### config.mk
export PLATFORM = sky130hd
export DESIGN_NAME = lmc_r50
export DESIGN_NICKNAME = d
export VERILOG_FILES = /design/src/rtl/lmc_r50.sv
export SDC_FILE = /design/constraint.sdc
export NUM_CORES = 1
export LEC_CHECK = 0
export CORE_AREA = 4 4 65 67
export DETAILED_ROUTE_END_ITERATION = 16
export DIE_AREA = 0 0 69 71
export GPL_ROUTABILITY_DRIVEN = 0
export GPL_TIMING_DRIVEN = 0
export HOLD_SLACK_MARGIN = 0.02
export PLACE_DENSITY = 0.78
export SETUP_SLACK_MARGIN = 0.4
export SYNTH_ARGS = -nofsm -noshare
export SYNTH_HDL_FRONTEND = slang
export SYNTH_SLANG_ARGS = --single-unit
export TNS_END_PERCENT = 20
### constraint.sdc
create_clock -name timer555 -period 3 [get_ports timer555]
set_clock_uncertainty 0.1 [all_clocks]
set_input_delay 0.6 -clock timer555 [delete_from_list [all_inputs] [get_ports timer555]]
set_output_delay 0.6 -clock timer555 [all_outputs]
set_load 0.005 [all_outputs]
### src/rtl/lmc_r50.sv
// -----------------------------------------------------------------------------
// lmc_r50 -- minimal Little-Man-Computer datapath stage (R50 board top level)
//
// A small program RAM is addressed by a free-running program counter. Each
// word holds an instruction:
//   [3:0]  immediate operand
//   [4]    operation: 0 = load immediate, 1 = add immediate
//   [7:5]  reserved, ignored
//
// With RAM_button held, each clock writes data_in into RAM[counter] while the
// counter and accumulator stay put. With RAM_button released, each clock
// executes RAM[counter] into the accumulator and advances the counter.
//
// Ports:
//   timer555        in   system clock, rising edge active
//   reset_count     in   asynchronous active-low reset (clears RAM too)
//   counter         out  program counter / RAM address
//   RAM_button      in   1 = program (write) mode, 0 = run mode
//   data_in         in   word written into RAM in program mode
//   RAM_out         out  RAM[counter], combinational read
//   mux_switch_out  out  operand-mux select (RAM_out op bit)
//   mux_out         out  next accumulator value
//   Acc_out         out  accumulator register
// -----------------------------------------------------------------------------
module lmc_r50 #(
  parameter int ADDR_WIDTH = 2,
  parameter int DATA_WIDTH = 8
) (
  input  logic                  timer555,
  input  logic                  reset_count,
  output logic [ADDR_WIDTH-1:0] counter,
  input  logic                  RAM_button,
  input  logic [DATA_WIDTH-1:0] data_in,
  output logic [DATA_WIDTH-1:0] RAM_out,
  output logic                  mux_switch_out,
  output logic [3:0]            mux_out,
  output logic [3:0]            Acc_out
);

  localparam int DEPTH     = 2 ** ADDR_WIDTH;
  localparam int ACC_WIDTH = DATA_WIDTH / 2;
  // The op-select bit sits directly above the immediate field.
  localparam int OP_BIT    = ACC_WIDTH;

  typedef enum logic {
    OP_LOAD = 1'b0,
    OP_ADD  = 1'b1
  } op_e;

  logic [DATA_WIDTH-1:0] ram [DEPTH];
  logic [ACC_WIDTH-1:0]  acc;
  logic [ACC_WIDTH-1:0]  acc_next;
  logic [ACC_WIDTH-1:0]  imm;
  op_e                   op;

  // ---------------------------------------------------------------------------
  // Program RAM. The board expects a reset to wipe the program, so the words
  // are flops with an asynchronous clear rather than an inferred RAM macro.
  // ---------------------------------------------------------------------------
  always_ff @(posedge timer555 or negedge reset_count) begin
    if (!reset_count) begin
      // NOTE: memories are not normally reset; here it is a functional
      // requirement (reset must erase the program), so every word is cleared.
      for (int i = 0; i < DEPTH; i++) begin
        ram[i] <= '0;
      end
    end else if (RAM_button) begin
      // NOTE: non-blocking assignments for all registered state, so every
      // flop in this block samples pre-edge values regardless of order.
      ram[counter] <= data_in;
    end
  end

  // ---------------------------------------------------------------------------
  // Program counter and accumulator: both hold in program mode and advance
  // together in run mode. The counter wraps naturally at DEPTH.
  // ---------------------------------------------------------------------------
  always_ff @(posedge timer555 or negedge reset_count) begin
    if (!reset_count) begin
      counter <= '0;
      acc     <= '0;
    end else if (!RAM_button) begin
      counter <= counter + ADDR_WIDTH'(1);
      acc     <= acc_next;
    end
  end

  // ---------------------------------------------------------------------------
  // Combinational read and execute path.
  // ---------------------------------------------------------------------------
  assign RAM_out = ram[counter];
  assign imm     = RAM_out[ACC_WIDTH-1:0];
  assign op      = op_e'(RAM_out[OP_BIT]);

  always_comb begin
    // NOTE: default first so every path assigns acc_next and no latch forms.
    acc_next = imm;
    case (op)
      OP_LOAD: acc_next = imm;
      // Sum is truncated to the accumulator width; the carry is dropped.
      OP_ADD:  acc_next = acc + imm;
      default: acc_next = imm;
    endcase
  end

  assign mux_switch_out = RAM_out[OP_BIT];
  assign mux_out        = acc_next;
  assign Acc_out        = acc;

endmodule

**Word-level counts from Yosys, hierarchy flattened**

Cells that the tools add are included.

- Register bits: 38
- Input port bits: 11
- Output and inout bits: 19

- Multiplexer cells: 7
- Order comparisons: 2
- Reduce and logical (&&, ||, !) cells: 1
- $add $sub $neg: 2
- Bitwise gates (word level): 2

Operators by type and width:

| kind | number |
|---|---|
| $bwmux 32 | 1 |
| $mux 8 | 3 |
| $bmux 8 s2 | 1 |
| $demux 8 s2 | 1 |
| $pmux 4 s2 | 1 |
| $add 4x4->4 | 1 |
| $ge 3x3->1 const B | 1 |
| $lt 3x1->1 const B | 1 |
| $not 2->3 | 1 |
| $add 2x1->2 const B | 1 |
| $logic_and 1x1->1 | 1 |
| $not 1->1 | 1 |

**Logic depth before layout (Yosys ltp)**

Gate-level depths: netlist of the first run.

- Word-level depth: 6
- Mapped depth: 9

**Worst setup path after synthesis of the first run**

OpenSTA, ideal clock, no wires.

- Path kind: register -> output
- Start: register counter[0]
- End: output mux_out[3]
- Data required time: 2.300 ns
- Path buffers: 1
- Cell stages (with the launch flop): 8
- Data arrival time: 2.258 ns
- Setup slack: 0.042 ns
- Cells stage by stage: dfrtp_1 -> buf_6 -> mux4_1 -> ha_1 -> a21oi_1 -> and3_1 -> o21a_1 -> xor2_1

- Word-level cells in the longest chain between the ends: 6
- Elaborated cells on any way between the ends: 7
- Classes of those cells: add/sub (1); mux (4); bitwise (2)

Ends and longest elaborated chain:

| element | RTL line | text |
|---|---|---|
| from (decl) | 31 | `output logic [ADDR_WIDTH-1:0] counter,` |
| from (signal assigned) | 83 | `counter <= counter + ADDR_WIDTH'(1);` |
| $not 2->3 (not written as such) | 91 | `assign RAM_out = ram[counter];` |
| $bmux 8 s2 | 91 |  |
| $mux 8 (not written as such) (2 in a row) | 91 |  |
| named net RAM_out[2] | 34 | `output logic [DATA_WIDTH-1:0] RAM_out,` |
| $add 4x4->4 | 101 | `OP_ADD: acc_next = acc + imm;` |
| $pmux 4 s2 | 98 | `case (op)` |
| to (decl) | 36 | `output logic [3:0] mux_out,` |

The timed path passes the listed nets, and every way through them passes these cells. The select of a mux whose other input is x is not followed.

**Worst setup path in the final report of the first run**

- Start: register counter[0]
- End: output mux_out[3]

- Word-level cells in the longest chain between the ends: 6
- Elaborated cells on any way between the ends: 7
- Classes of those cells: add/sub (1); mux (4); bitwise (2)

Ends and longest elaborated chain:

| element | RTL line |
|---|---|
| $not 2->3 (not written as such) * | 91 |
| $bmux 8 s2 * | 91 |
| $mux 8 (not written as such) * (2 in a row) | 91 |
| $add 4x4->4 / $not 1->1 (equally long branches) | 101, 98 |
| $pmux 4 s2 * | 98 |

Every way passes the cells marked *; elsewhere a longest branch is shown, timed or not. The select of a mux whose other input is x is not followed.

==> results.yml, run 1 <==
logic_synthesis:
  ys_warn_count: 0
  register_bit_count_reported_by_yosys: 38
  synthSimpleGateAreaFrac_pct: 2.57
  synth_cell_types: 26
  synth-adder-area-share_pct: 5.67
  synthesis.area_um2: 1900
  synth_area_per_cell_um2: 15.1
  post_synth_xor_area_fraction_pct: 1.39
  combinational_family_with_the_most_area_after_synthesis: "multiplexers"
  syn_inst: 126
  synth_mux_area_share_pct: 34.4
  synth_nets: 145
  synth_compound_area_share_pct: 2.57
  synth.yosys.seq_area_share_pct: 50.1
sta:
  slew_violations: 0
  max_freq_ghz: 0.328
  report.final.setup_viol: 2
  slew-limit-headroom_pct: 44.4
  timing.final.hold_violations: 0
  postLayoutSetupSlackWorst_ps: -52.6
  rsz0062_at_grt: "true"
  max_slew.worst_pin.slew_ps: 834
  period_minus_slack_ps: 3050
  tns_ps: -53.5
  min_period_over_period_pct: 102
floorplan:
  count_of_standard_cell_rows: 22
  die_width_um: 69
  effective_utilization_at_floorplan_pct: 52.2
  floorplan.io_pins: 30
  die_area_um2: 4900
  placeableCoreArea_um2: 3630
  chipHeight_um: 71
placement:
  buffer_ports.inserted: 29
  pre_cts_worst_setup_slack_ps: -379
  dpl_cell_area_um2: 2270
  hpwlAfterDp_um: 2570
global_routing:
  grt_first_pass_wirelength_um: 6350
  overflow: 0
  track_usage_pct: 16.9
  first_global_vias: 1274
  grt_antenna_before_repair: 0
  grt_max_degree: 39
route:
  drt-initial-drc-count: 27
  remaining_drc_errors: 0
  route.met2.wl_um: 1780
  maxUsedRoutingLayer: "met4"
  met3RoutedLength_um: 177
  via_count: 1191
  detailed_router_iteration_count_before_antenna_repair: 4
  viasPerCell: 5.36
  routed_wire_length_per_instance_um: 16.7
  drtAntennaViolNets: 0
  drt_wl_total_um: 3700
  wl_met1_um: 1670
cts:
  largest_buffer_count_on_any_clock_path: 2
  cts_inserted_buffers: 5
  post_cts_hold_buffer_count: 0
  worstSkewPairLatency_ps: 290
  cts.clk_slew.worst_paths_ps: 70
  tritoncts: "built"
  cts.sinks: 38
  cts-htree-levels: 2
  cell_at_the_root_of_the_clock_tree: "clkbuf_8"
worst_setup_path:
  timing.critical_path.from_type: "flip-flop"
  worstPathMaxFanout: 4
  cp.required_ps: 2300
  end_kind: "output pin"
  crit_path_start: "counter[0]$_DFFE_PN0N_"
  worst-endpoint-arrival_ps: 2350
  critPathKind: "reg -> out"
  critical_path.reg2reg.startpoint: "counter[0]$_DFFE_PN0N_"
job:
  maxCapViolCount: 0
pwr:
  power_mw: 3.43
  vdd.ir_drop.worst_mv: 0.653
  power.leakage_nw: 1.11
  powerDensity_nw_per_um2: 1390
run_status:
  run_status: "finished with violations"
  violations: "negative setup slack"
cells_and_area:
  syn2layout_area_growth_pct: 30.4
  post-route-util_pct: 68.1
  share_of_post_route_cells_with_drive_strength_above_1_pct: 28.7
  ant_cells: 0
  nets: 192
  post-route-cell-area_um2: 2470
  layout.cells.most_common: "dfrtp_1"
  most-common-layout-cells: "dfrtp_1, mux2_1, clkdlybuf4s50_1"
min_path:
  min-delay-path-class: "in -> async"
[metrics by stage]
stage               hold slack [ps]  cells
finish                          310    222
CTS                             341    221
detailed placement              373    203
global route                    367    222
global placement                365    203
floorplan                       204    126
[Yosys cell counts]
library cell  count  share of area, %
a211oi_1          3               1.2
a21oi_1           2              0.53
and2_1            1              0.33
and3_1            1              0.33
and3b_1           1              0.46
buf_2             1              0.26
buf_4             1              0.40
buf_6             2               1.2
clkbuf_1          1              0.20
dfrtp_1          38                50
fa_1              1               1.1
ha_1              7               4.6
inv_1             6               1.2
mux2_1           30                18
mux2_2            7               4.2
mux2_4            2               1.6
mux2i_1           3               1.6
mux4_1            5               6.9
mux4_2            2               2.4
nand2_1           5              0.99
nand3_1           1              0.26
nor2_1            1              0.20
o21a_1            1              0.40
o22a_1            1              0.46
xnor2_1           2              0.92
xor2_1            1              0.46
[logic make-up after synthesis]
group	Yosys count
compound gates	7
xor+xnor	3
fa+ha+maj	8
buf+inv	11
flops	38
mux	49
simple gates	10
[layer usage]
metal / track usage [%] / up-vias
li1: - / 551
met1: 21.3 / 601
met2: 27.8 / 32
met3: 4.69 / 7
met4: 6.51 / 0
met5: 0 / -
[worst max-delay path: stages (launching register included)]
cell	delay (ps)
dfrtp_1	380
buf_8	130
mux4_2	540
ha_4	260
a21oi_4	180
and3_4	210
o21a_1	120
xor2_1	130
buf_2	120
[sequential cells by signal, summed over array words and instances (netlist names)]
| name | cells |
|---|---|
| Acc_out | 4 |
| counter | 2 |
| ram | 32 |
[timing repair]
action,CTS,global route
pin swaps,4,3
setup endpoints to repair,13,8
hold endpoints to repair,0,0
setup buffers,10,1
gates resized for setup,36,4
[area by class of cell]
cell class | instances | area [um2]
sequential | 38 | 952
multi-input combinational | 77 | 937
timing repair buffer | 40 | 358
tap | 48 | 60.1
inverter | 6 | 22.5
clock buffer | 7 | 86.3
fill | 275 | 1160
clock inverter | 1 | 5.00
buffer | 5 | 52.6
[power breakdown]
part           leakage, nW  internal [mW]  switching (mW)
registers            0.448          0.783           0.153
logic                0.610           1.31           0.833
clock network       0.0482          0.185           0.170
[worst paths after layout]
| kind | to | slack [ps] | depth (start not counted) |
|---|---|---|---|
| worst max-delay path | mux_out[3] | -50 | 8 |
| worst min-delay path | ram[3]$_DFFE_PN0P_ | 310 | 1 |
| worst max register to register | Acc_out[3]$_DFFE_PN0N_ | 580 | 9 |
| worst min register to register | ram[22]$_DFFE_PN0P_ | 390 | 1 |
| max in group asynchronous | counter[1]$_DFFE_PN0N_ | 1920 | 1 |
| min in group timer555 | ram[22]$_DFFE_PN0P_ | 390 | 1 |
Note: power is estimated with default switching activity, not from simulation.
==> inputs of run 2 (changes only) <==
--- a/config.mk
+++ b/config.mk
@@ -5,14 +5,15 @@
 export SDC_FILE = /design/constraint.sdc
 export NUM_CORES = 1
 export LEC_CHECK = 0
-export CORE_AREA = 4 4 65 67
+export CORE_AREA = 4 4 79 81
 export DETAILED_ROUTE_END_ITERATION = 16
-export DIE_AREA = 0 0 69 71
+export DIE_AREA = 0 0 83 85
 export GPL_ROUTABILITY_DRIVEN = 0
 export GPL_TIMING_DRIVEN = 0
 export HOLD_SLACK_MARGIN = 0.02
-export PLACE_DENSITY = 0.78
+export PLACE_DENSITY = 0.56
 export SETUP_SLACK_MARGIN = 0.4
+export SLEW_MARGIN = 20
 export SYNTH_ARGS = -nofsm -noshare
 export SYNTH_HDL_FRONTEND = slang
 export SYNTH_SLANG_ARGS = --single-unit
==> run 2 against run 1 <==
  * Largest power group unchanged
  * Sequential power about the same
  * Final area grew 1.6%
  * Routed wire length rose by 9.8%
  * Via count down 1.9%
  * The flow still finishes with violations (negative setup slack)
  * Final cell count is 10% higher
  * Flip-flop and latch count is the same
  * Power down 2.1%
  * Clock power up 2%
  * Non-clock buffer count fell by 1
==> results.yml, run 2 (synthesis gave the netlist of run 1 again) <==
route:
  drtAntennaViolNets: 0
  detailed_router_iteration_count_before_antenna_repair: 3
  drt-initial-drc-count: 24
  route.met2.wl_um: 2030
  routed_wire_length_per_instance_um: 16.6
  met3RoutedLength_um: 231
  viasPerCell: 4.77
  maxUsedRoutingLayer: "met4"
  via_count: 1168
  remaining_drc_errors: 0
  drt_wl_total_um: 4060
  wl_met1_um: 1750
cts:
  cell_at_the_root_of_the_clock_tree: "clkbuf_8"
  cts-htree-levels: 2
  cts.sinks: 38
  tritoncts: "built"
  cts_inserted_buffers: 5
  cts.clk_slew.worst_paths_ps: 80
  largest_buffer_count_on_any_clock_path: 2
  worstSkewPairLatency_ps: 290
placement:
  buffer_ports.inserted: 29
  dpl_cell_area_um2: 2330
  hpwlAfterDp_um: 2930
  placed_cells_incl_taps: 228
floorplan:
  floorplan.io_pins: 30
  die_area_um2: 7060
  effective_utilization_at_floorplan_pct: 34.7
  count_of_standard_cell_rows: 27
  die_width_um: 83
  chipHeight_um: 85
  placeableCoreArea_um2: 5470
run_status:
  run_status: "finished with violations"
  violations: "negative setup slack"
pwr:
  part_of_the_total_power_dissipated_in_sequential_elements_pct: 27.7
  powerDensity_nw_per_um2: 1340
  power.net_switching_mw: 1.16
  relative_contribution_of_the_clock_network_to_total_power_pct: 10.8
  power.leakage_nw: 1.11
  switching_share_pct: 34.5
  power.share.combinational_pct: 61.6
  vdd.ir_drop.worst_mv: 0.516
  internal-power_mw: 2.20
sta:
  timing.final.hold_violations: 0
  fin_hold_ws_ps: 143
  postLayoutSetupSlackWorst_ps: -71.6
  rsz0062_at_grt: "true"
  max_freq_ghz: 0.326
  tns_ps: -107
  period_minus_slack_ps: 3070
  min_period_over_period_pct: 102
  report.final.setup_viol: 2
  slew-limit-headroom_pct: 65.1
  slew_violations: 0
  max_slew.worst_pin.slew_ps: 523
cells_and_area:
  syn2layout_area_growth_pct: 32.5
  register_containing_the_most_flip_flops_in_the_final_layout: "ram"
  fillCellCount: 533
  post-route-cell-area_um2: 2510
  layout.cells.most_common: "dfrtp_1"
  most-common-layout-cells: "dfrtp_1, mux2_1, clkdlybuf4s50_1"
  final-instance-count-excl-fill: 245
  seqCellArea_um2: 952
  multi_input_comb_area_um2: 937
  nets: 191
  ant_cells: 0
  share_of_post_route_cells_with_drive_strength_above_1_pct: 27.2
  largest_reg_flops: 32
worst_setup_path:
  timing.critical_path.from_type: "flip-flop"
  critical_path.reg2reg.startpoint: "counter[0]$_DFFE_PN0N_"
  worst-endpoint-arrival_ps: 2370
  critical_r2r_capture: "Acc_out[3]$_DFFE_PN0N_"
  timing.reg2reg.setup_slack_ps: 670
  end_kind: "output pin"
  cp.required_ps: 2300
  reg2reg_depth: 8
  worstPathMaxFanout: 5
  critPathKind: "reg -> out"
global_routing:
  track_usage_pct: 12.4
  overflow: 0
  grt_antenna_before_repair: 0
  first_global_vias: 1397
  grt_first_pass_wirelength_um: 6960
  grt_max_degree: 24
job:
  maxCapViolCount: 0
min_path:
  min-delay-path-class: "in -> async"
## run 2: power groups by stage
stage	combinational, mW	sequential, mW	clock, mW
detailed placement	2.03	0.953	0
finish	2.07	0.932	0.362
global placement	1.96	0.923	0
CTS	2.11	0.937	0.378
global route	2.27	0.972	0.400
floorplan	1.22	0.901	0
## run 2: area by class of cell
class                   count  area share [%]
plain buffers               5            2.09
clock buffers               6            3.29
clock inverters             2           0.498
inverters                   6           0.896
multi-input cells          77            37.3
flip-flops and latches     38            37.9
well taps                  72            3.59
repair buffers             39            14.4
## run 2: worst max path at each step
stage / from / end
after floorplan: counter[0]$_DFFE_PN0N_ / mux_out[3]
after global placement: counter[0]$_DFFE_PN0N_ / mux_out[1]
after detailed placement: counter[0]$_DFFE_PN0N_ / mux_out[1]
after CTS: counter[0]$_DFFE_PN0N_ / mux_out[3]
after global routing: counter[0]$_DFFE_PN0N_ / mux_out[3]
final: counter[0]$_DFFE_PN0N_ / mux_out[3]
## run 2: metal layers
layer / vias up / track usage (%)
met3: 5 / 3.79
li1: 547 / -
met1: 586 / 15.0
met2: 30 / 21.7
met5: - / 0
met4: 0 / 2.97
## run 2: through the flow
| step | util (%) | worst slack, ps | total power [mW] |
|---|---|---|---|
| finish | 45.9 | -71.6 | 3.36 |
| global route | 45.9 | -181 | 3.65 |
| CTS | 45.8 | -116 | 3.43 |
| global placement | 42.1 | -375 | 2.89 |
| floorplan | - | 270 | 2.12 |
| detailed placement | 42.5 | -383 | 2.98 |
## run 2: what timing repair did
action	CTS	global route
hold buffers	0	0
setup endpoints to repair	13	6
setup buffers	8	1
pin swaps	3	1
gates resized for setup	29	2
## run 2: worst max-delay path: stages (launching register included)
cell and delay, ps:
dfrtp_1 380, buf_8 120, mux4_2 530, ha_4 330, nand3_4 90, and3_4 180
o21a_1 180, xor2_1 140, buf_2 130
==> inputs of run 3 (changes only) <==
--- a/config.mk
+++ b/config.mk
@@ -10,7 +10,6 @@
 export DIE_AREA = 0 0 83 85
 export GPL_ROUTABILITY_DRIVEN = 0
 export GPL_TIMING_DRIVEN = 0
-export HOLD_SLACK_MARGIN = 0.02
 export PLACE_DENSITY = 0.56
 export SETUP_SLACK_MARGIN = 0.4
 export SLEW_MARGIN = 20
==> results of run 3 <==
Final layout, timing and power as in run 2 (identical DEF).
